## src/rtl/regfile_scoreboard.sv

```systemverilog
// Register file with two read ports and one write port, plus a per-register pending
// bit that the issue stage uses to detect RAW hazards. Optional hardwired x0,
// write-to-read bypass and registered read outputs.
module regfile_scoreboard #(
    parameter int unsigned DATA_W   = 32,
    parameter int unsigned ADDR_W   = 5,
    parameter bit          ZERO_REG = 1'b1,
    parameter bit          BYPASS   = 1'b1,
    parameter bit          REG_OUT  = 1'b0
) (
    input  logic              clk,
    input  logic              rst_n,
    input  logic              reg_write,
    input  logic [ADDR_W-1:0] write_reg,
    input  logic [DATA_W-1:0] write_data,
    input  logic [ADDR_W-1:0] read_reg1,
    input  logic [ADDR_W-1:0] read_reg2,
    output logic [DATA_W-1:0] read_data1,
    output logic [DATA_W-1:0] read_data2,
    input  logic              mark_valid,
    input  logic [ADDR_W-1:0] mark_reg,
    output logic              read_ready1,
    output logic              read_ready2
);

    localparam int unsigned DEPTH = 2 ** ADDR_W;

    logic [DATA_W-1:0] regs_q [DEPTH];
    logic [DEPTH-1:0]  pending_q;
    logic [DEPTH-1:0]  pending_d;

    logic              wr_en;
    logic              mark_en;
    logic [ADDR_W-1:0] rd_idx   [2];
    logic [DATA_W-1:0] rd_eff   [2];
    logic              rd_ready [2];

    // x0 absorbs writes and never becomes pending when hardwired
    assign wr_en   = reg_write && !(ZERO_REG && (write_reg == '0));
    assign mark_en = mark_valid && !(ZERO_REG && (mark_reg == '0));

    assign rd_idx[0] = read_reg1;
    assign rd_idx[1] = read_reg2;

    // Register array storage; reset clears every entry and drops any in-flight write
    always_ff @(posedge clk or negedge rst_n) begin
        if (!rst_n) begin
            for (int i = 0; i < DEPTH; i++) begin
                regs_q[i] <= '0;
            end
        end else if (wr_en) begin
            regs_q[write_reg] <= write_data;
        end
    end

    // Pending next state: writeback clears, issue sets; set is applied last so it wins
    always_comb begin
        pending_d = pending_q;
        if (reg_write) begin
            pending_d[write_reg] = 1'b0;
        end
        if (mark_en) begin
            pending_d[mark_reg] = 1'b1;
        end
    end

    // Pending bit storage
    always_ff @(posedge clk or negedge rst_n) begin
        if (!rst_n) begin
            pending_q <= '0;
        end else begin
            pending_q <= pending_d;
        end
    end

    // Effective read value and operand-ready flag per port, including same-cycle bypass
    always_comb begin
        for (int p = 0; p < 2; p++) begin
            logic zero_hit;
            logic byp_hit;
            zero_hit    = ZERO_REG && (rd_idx[p] == '0);
            byp_hit     = BYPASS && reg_write && (write_reg == rd_idx[p]) && !zero_hit;
            rd_eff[p]   = zero_hit ? '0 : (byp_hit ? write_data : regs_q[rd_idx[p]]);
            rd_ready[p] = zero_hit || !pending_q[rd_idx[p]] || byp_hit;
        end
    end

    assign read_ready1 = rd_ready[0];
    assign read_ready2 = rd_ready[1];

    if (REG_OUT) begin : g_reg_out
        logic [DATA_W-1:0] rdata_q [2];

        // Registered read: capture the effective value seen before the edge
        always_ff @(posedge clk or negedge rst_n) begin
            if (!rst_n) begin
                rdata_q[0] <= '0;
                rdata_q[1] <= '0;
            end else begin
                rdata_q[0] <= rd_eff[0];
                rdata_q[1] <= rd_eff[1];
            end
        end

        assign read_data1 = rdata_q[0];
        assign read_data2 = rdata_q[1];
    end else begin : g_comb_out
        assign read_data1 = rd_eff[0];
        assign read_data2 = rd_eff[1];
    end

endmodule
```

## config.mk

```make
export PLATFORM = sky130hd
export DESIGN_NAME = regfile_scoreboard
export DESIGN_NICKNAME = d
export VERILOG_FILES = /design/src/rtl/regfile_scoreboard.sv
export SDC_FILE = /design/constraint.sdc
export NUM_CORES = 2
export LEC_CHECK = 0
export ABC_AREA = 1
export BUFFER_PORTS_ARGS = -buffer_cell sky130_fd_sc_hd__buf_2
export CAP_MARGIN = 20
export CORE_MARGIN = 2
export CORE_UTILIZATION = 40
export DETAILED_ROUTE_END_ITERATION = 8
export PLACE_DENSITY = 0.54
export SLEW_MARGIN = 0
export SYNTH_ARGS = -nofsm -noshare
export SYNTH_HDL_FRONTEND = slang
export SYNTH_SLANG_ARGS = --single-unit
```

## constraint.sdc

```tcl
create_clock -name clk -period 1.85 [get_ports clk]
set_input_delay 0.0925 -clock clk [delete_from_list [all_inputs] [get_ports clk]]
set_output_delay 0.0925 -clock clk [all_outputs]
set_load 0.01 [all_outputs]
```

* After elaboration in Yosys (flattened, before gate mapping)
Cells that the tools add are included.
** Storage, ports and cells
- Register bits :: 1056
- Input port bits :: 56
- Logic and storage cells :: 97
** Operators by class
- $lt $le $gt $ge :: 10
- Eq/ne operators :: 2
- Mux-type cells :: 23
- Bitwise gates (word level) :: 6
- Reduce and logical (&&, ||, !) cells :: 23
** Operator list (count)
- $bwmux W1024 :: 1
- $mux W32 :: 11
- $bmux W32 S5 :: 2
- $demux W32 S5 :: 1
- $and A32 B32 Y32 :: 1
- $not A32 Y32 :: 1
- $or A32 B32 Y32 :: 1
- $lt A5 B6 Y1 const B :: 4
- $logic_not A5 Y1 :: 4
- $ge A6 B6 Y1 const B :: 3
- $not A5 Y6 :: 3
- $bmux W1 S5 :: 2
- $demux W1 S5 :: 2
- $eq A5 B5 Y1 :: 2
- $ge A5 B1 Y1 const B :: 2
- $logic_and A1 B1 Y1 :: 9
- $logic_not A1 Y1 :: 6
- $lt A6 B1 Y1 const B :: 1
- $logic_or A1 B1 Y1 :: 4
- $mux W1 :: 4

* Depth between registers and ports, before layout
- Depth after elaboration :: 9
- Depth in mapped cells :: 13
- Gate-level depth less buffers :: 10

* Worst setup path before layout
OpenSTA, ideal clock, no wires.
- Kind :: input to output
- Start :: input port read_reg1[0]
- End :: output port read_data1[10]
- Arrival :: 1.371 ns
- Data required time :: 1.757 ns
- Path slack :: 0.387 ns
- Stages on the path :: 12
- Path buffers :: 3
- Cells stage by stage :: buf_2 inv_2 buf_2 clkbuf_1 nand2_1 nand3_1 nand3_1 nand3_1 nand2_1 nand2_1 nand2_1 a21oi_1
** On the way
- Longest elaborated chain between the ends :: 6
** RTL lines
- from (decl) :: line 16 : input logic [ADDR_W-1:0] read_reg1,
- $not A5 Y6 (implied by the code) :: line 83 : rd_eff[p] = zero_hit ? '0 : (byp_hit ? write_data : regs_q[rd_idx[p]]);
- $bmux W32 S5 :: line 83
- $mux W32 (implied by the code) (2 in a row) :: line 83
- $mux W32 :: line 83
- $mux W32 * :: line 83
- to (decl) :: line 18 : output logic [DATA_W-1:0] read_data1,
Every way passes the cells marked *; elsewhere a longest branch is shown, timed or not. The select of a mux whose other input is x is not followed.

* Worst setup path in the final report
- Start :: register regs_q[804] (netlist bit)
- End :: output port read_data2[4]
** On the way
- Longest elaborated chain between the ends :: 5
** RTL lines
- from (decl) :: line 28 : logic [DATA_W-1:0] regs_q [DEPTH];
- from (signal, indexed assignment) :: line 52 : regs_q[write_reg] <= write_data;
- $bmux W32 S5 :: line 83
- $mux W32 (implied by the code) (2 in a row) :: line 83
- $mux W32 (2 in a row) :: line 83
- to (decl) :: line 19 : output logic [DATA_W-1:0] read_data2,
No other way between the ends. The select of a mux whose other input is x is not followed.

==> summary.md <==
| Metric | Value |
|---|---|
| Fin crit period | 2340 ps |
| Routability Congestion | 0.937 |
| HP Class | in2async |
| CP max FO | 2 |
| Top Ports | 122 |
| Least-Margin Pin Slew | 950 ps |
| Setup Crit Path Kind | reg2out |
| ANT nets after route | 0 |
| Drt total wl | 289 mm |
| PwrDens | 1010 nW/um2 |
| Setup crit end kind | output port |
| Yosys top cell area share | 42.6% |
| Layout cell share with drive strength beyond 1 | 21.0% |
| Total power | 0.0805 W |
| Commonest cells in the synthesized netlist | nand2_1, nand3_1, dfrtp_1 |
| Status | finished, violations left |
| Initial Util | 40.3% |
| Drt initial violations | 8793 |
| CTS tree | done |
| Worst-skew pair later-pin latency | 770 ps |
| Clock Skews | 0 ps |
| Slowest CP cell | dfrtp_1 |
| Slew headroom | 36.5% |
| Die H | 398 um |
| Vias per Instance | 5.73 |
| Syn-to-layout area delta | 29.0% |
| Critical path arrival | 2240 ps |
| Crit-path cells | buf_6, o211ai_1, nand2_1, nor2_1, nor2_1, nand2_1, nand3_2, nand2_4, inv_2, buf_6 |
| R2r setup slk | 50 ps |
| Row cnt | 144 |
| Vias in the first global route | 62275 |
| Worst path required time | 1760 ps |
| Startpoint Class | flop |
| Root buffer cell | clkbuf_16 |
| DP Area | 70400 um2 |
| Net count after synthesis | 9347 |
| Synth area leaders | dfrtp_1, nand2_1, nand3_1 |
| Post-synth EDFFs | 0 |
| CTS Buffer Depth | 3 |
| Crit-path max cell delay | 410 ps |
| Initial antenna violation count | 20 |
| Violated checks | negative setup slack |
| Area leader, netlist | dfrtp_1 |
| Sequential-to-total area share from yosys stat | 42.6% |
| Synth Flop Type | dfrtp_1 |
| GRT Overall Usage | 35.9% |
| Synth warn | 0 |
| Final Cycle Share | 126% |
| CTS sink cnt | 1056 |
| Max Transition Viols Final | 0 |
| Cell with the most instances after synthesis | nand2_1 |
| Global-route wire length before repair | 424 mm |
| F_max | 428 MHz |
| Max cap viols | 0 |
| Die area | 158000 um2 |
| Routed vias | 67457 |
| Pin count of the biggest net entering global routing | 66 |
| Synth cell types | 29 |
| Clock transition at path regs | 60 ps |
| Cells after synthesis | 9291 |
| H-tree depth | 4 |
| Synth Register Bits | 1056 |
| Gr ovfl total | 0 |
| HPWL Detailed | 190 mm |
| Final net count | 9666 |
| Die width | 398 um |
| Async set-reset flop share out of synthesis | 100% |
| # setup viols final | 66 |
| Placeable Area | 154000 um2 |
| Total CTS buffers | 132 |
| Final Hold Vio Count | 0 |
| Mean Syn Cell Area | 6.68 um2 |
| PortBufs | 121 |
| Setup ws final | -487 ps |
| RSZ-0062 raised after global routing | true |
| Number of fillers in the final layout | 14873 |
| Residual DRC | 0 |
| DRT Pass-1 Iters | 8 |
| Synthesized area | 62100 um2 |
| Max IR drop VDD | 1.02 mV |
| Final Cell Area | 80100 um2 |
| Leakage | 38.2 nW |
| DR WL/cell | 24.6 um |
layout make-up:
cell class | count | area, um2 | share of cell area [%]
diodes | 5 | 12.5 | 0.0156
clock buffers | 197 | 4040 | 5.05
clock inverters | 44 | 649 | 0.811
inverters | 901 | 3450 | 4.31
multi-input cells | 6536 | 32200 | 40.2
flip-flops and latches | 1056 | 26400 | 33.0
well taps | 2044 | 2560 | 3.19
repair buffers | 983 | 10700 | 13.4
logic make-up (layout without fill, tap and decap cells):
logic type | count (synthesis) | after routing | synth area share, %
simple gates | 5078 | 5078 | 34.1
buf+inv | 1699 | 2125 | 11.0
compound gates | 1455 | 1455 | 12.3
flops | 1056 | 1056 | 42.6
xor+xnor | 3 | 3 | 0.0423
other cells | 0 | 5 | 0
cells in the final DEF, fill, tap and decap left out, types with 14 or more instances in the layout:
cell type      count
clkbuf_1          21
nand2_4           52
o21ai_0          722
nor2_2            39
nand3_1         1088
clkbuf_16        137
buf_2             58
a21oi_1          192
buf_4            536
nand2_2          141
clkbuf_8          39
o22ai_1           18
buf_12           236
nand3_4           36
buf_6             90
nor2_4            37
nand2_1         3029
dfrtp_1         1055
dlygate4sd3_1     57
clkinv_2          18
bufinv_16         14
nand3_2          307
o21ai_1          359
inv_1            714
o211ai_1         136
or2_4             63
inv_2            164
nor2_1           266
through the flow:
stage                     util [%]  setup WS (ps)  instances  hold WS [ps]  setup TNS [ps]
final                         52.0           -487      11766          85.2          -24280
after global routing          52.0           -563      11761          57.6          -29140
after CTS                     50.9           -512      11735          3.56          -26530
after detailed placement      45.7           -893      11359          41.4          -18770
after global placement        45.7           -899      11359          42.8          -19300
after floorplan                  -            387       9291          -203               0
final timing paths:
kind | startpoint | end | cells past startpoint
hold / removal | rst_n | regs_q[1010] | 3
max in group asynchronous | rst_n | pending_q[0] | 4
min in group clk | write_reg[1] | pending_q[0] | 5
setup / recovery | regs_q[804] | read_data2[4] | 10
hold reg to reg | regs_q[997] | regs_q[997] | 0
setup reg to reg | regs_q[199] | regs_q[199] | 13
worst max-delay path, delay by kind of cell, from the launching register on:
family	cells	cell delay (ps)
AOI/OAI and AO/OA	1	160
buffers and inverters	3	290
DFF	1	410
and+or+nand+nor	6	590
per-layer routing:
layer	part of all wire, %	GRT usage (%)	vias to the layer above
met5	0.031	0	-
met4	4.1	13.4	16
met3	11	8.29	728
met2	42	52.6	4054
met1	42	51.2	32438
li1	-	-	30221
report_power, final:
part	switching, W	internal (W)	leakage (nW)
clock network	0.0112	0.0171	2.32
registers	0.00299	0.0282	12.5
logic	0.0128	0.00824	23.5
sequential cells by signal (all words and copies together) (netlist names):
| signal | flops |
|---|---|
| pending_q | 32 |
| regs_q | 1024 |
timing repair:
action,4_1_cts,5_1_grt
endpoints found under the hold margin,1927,0
buffers inserted,94,38
pin swaps,260,322
hold buffers,58,0
resized for setup,623,435
endpoints found under the setup margin,66,68
No activity file was read; power rests on OpenSTA's default activity.
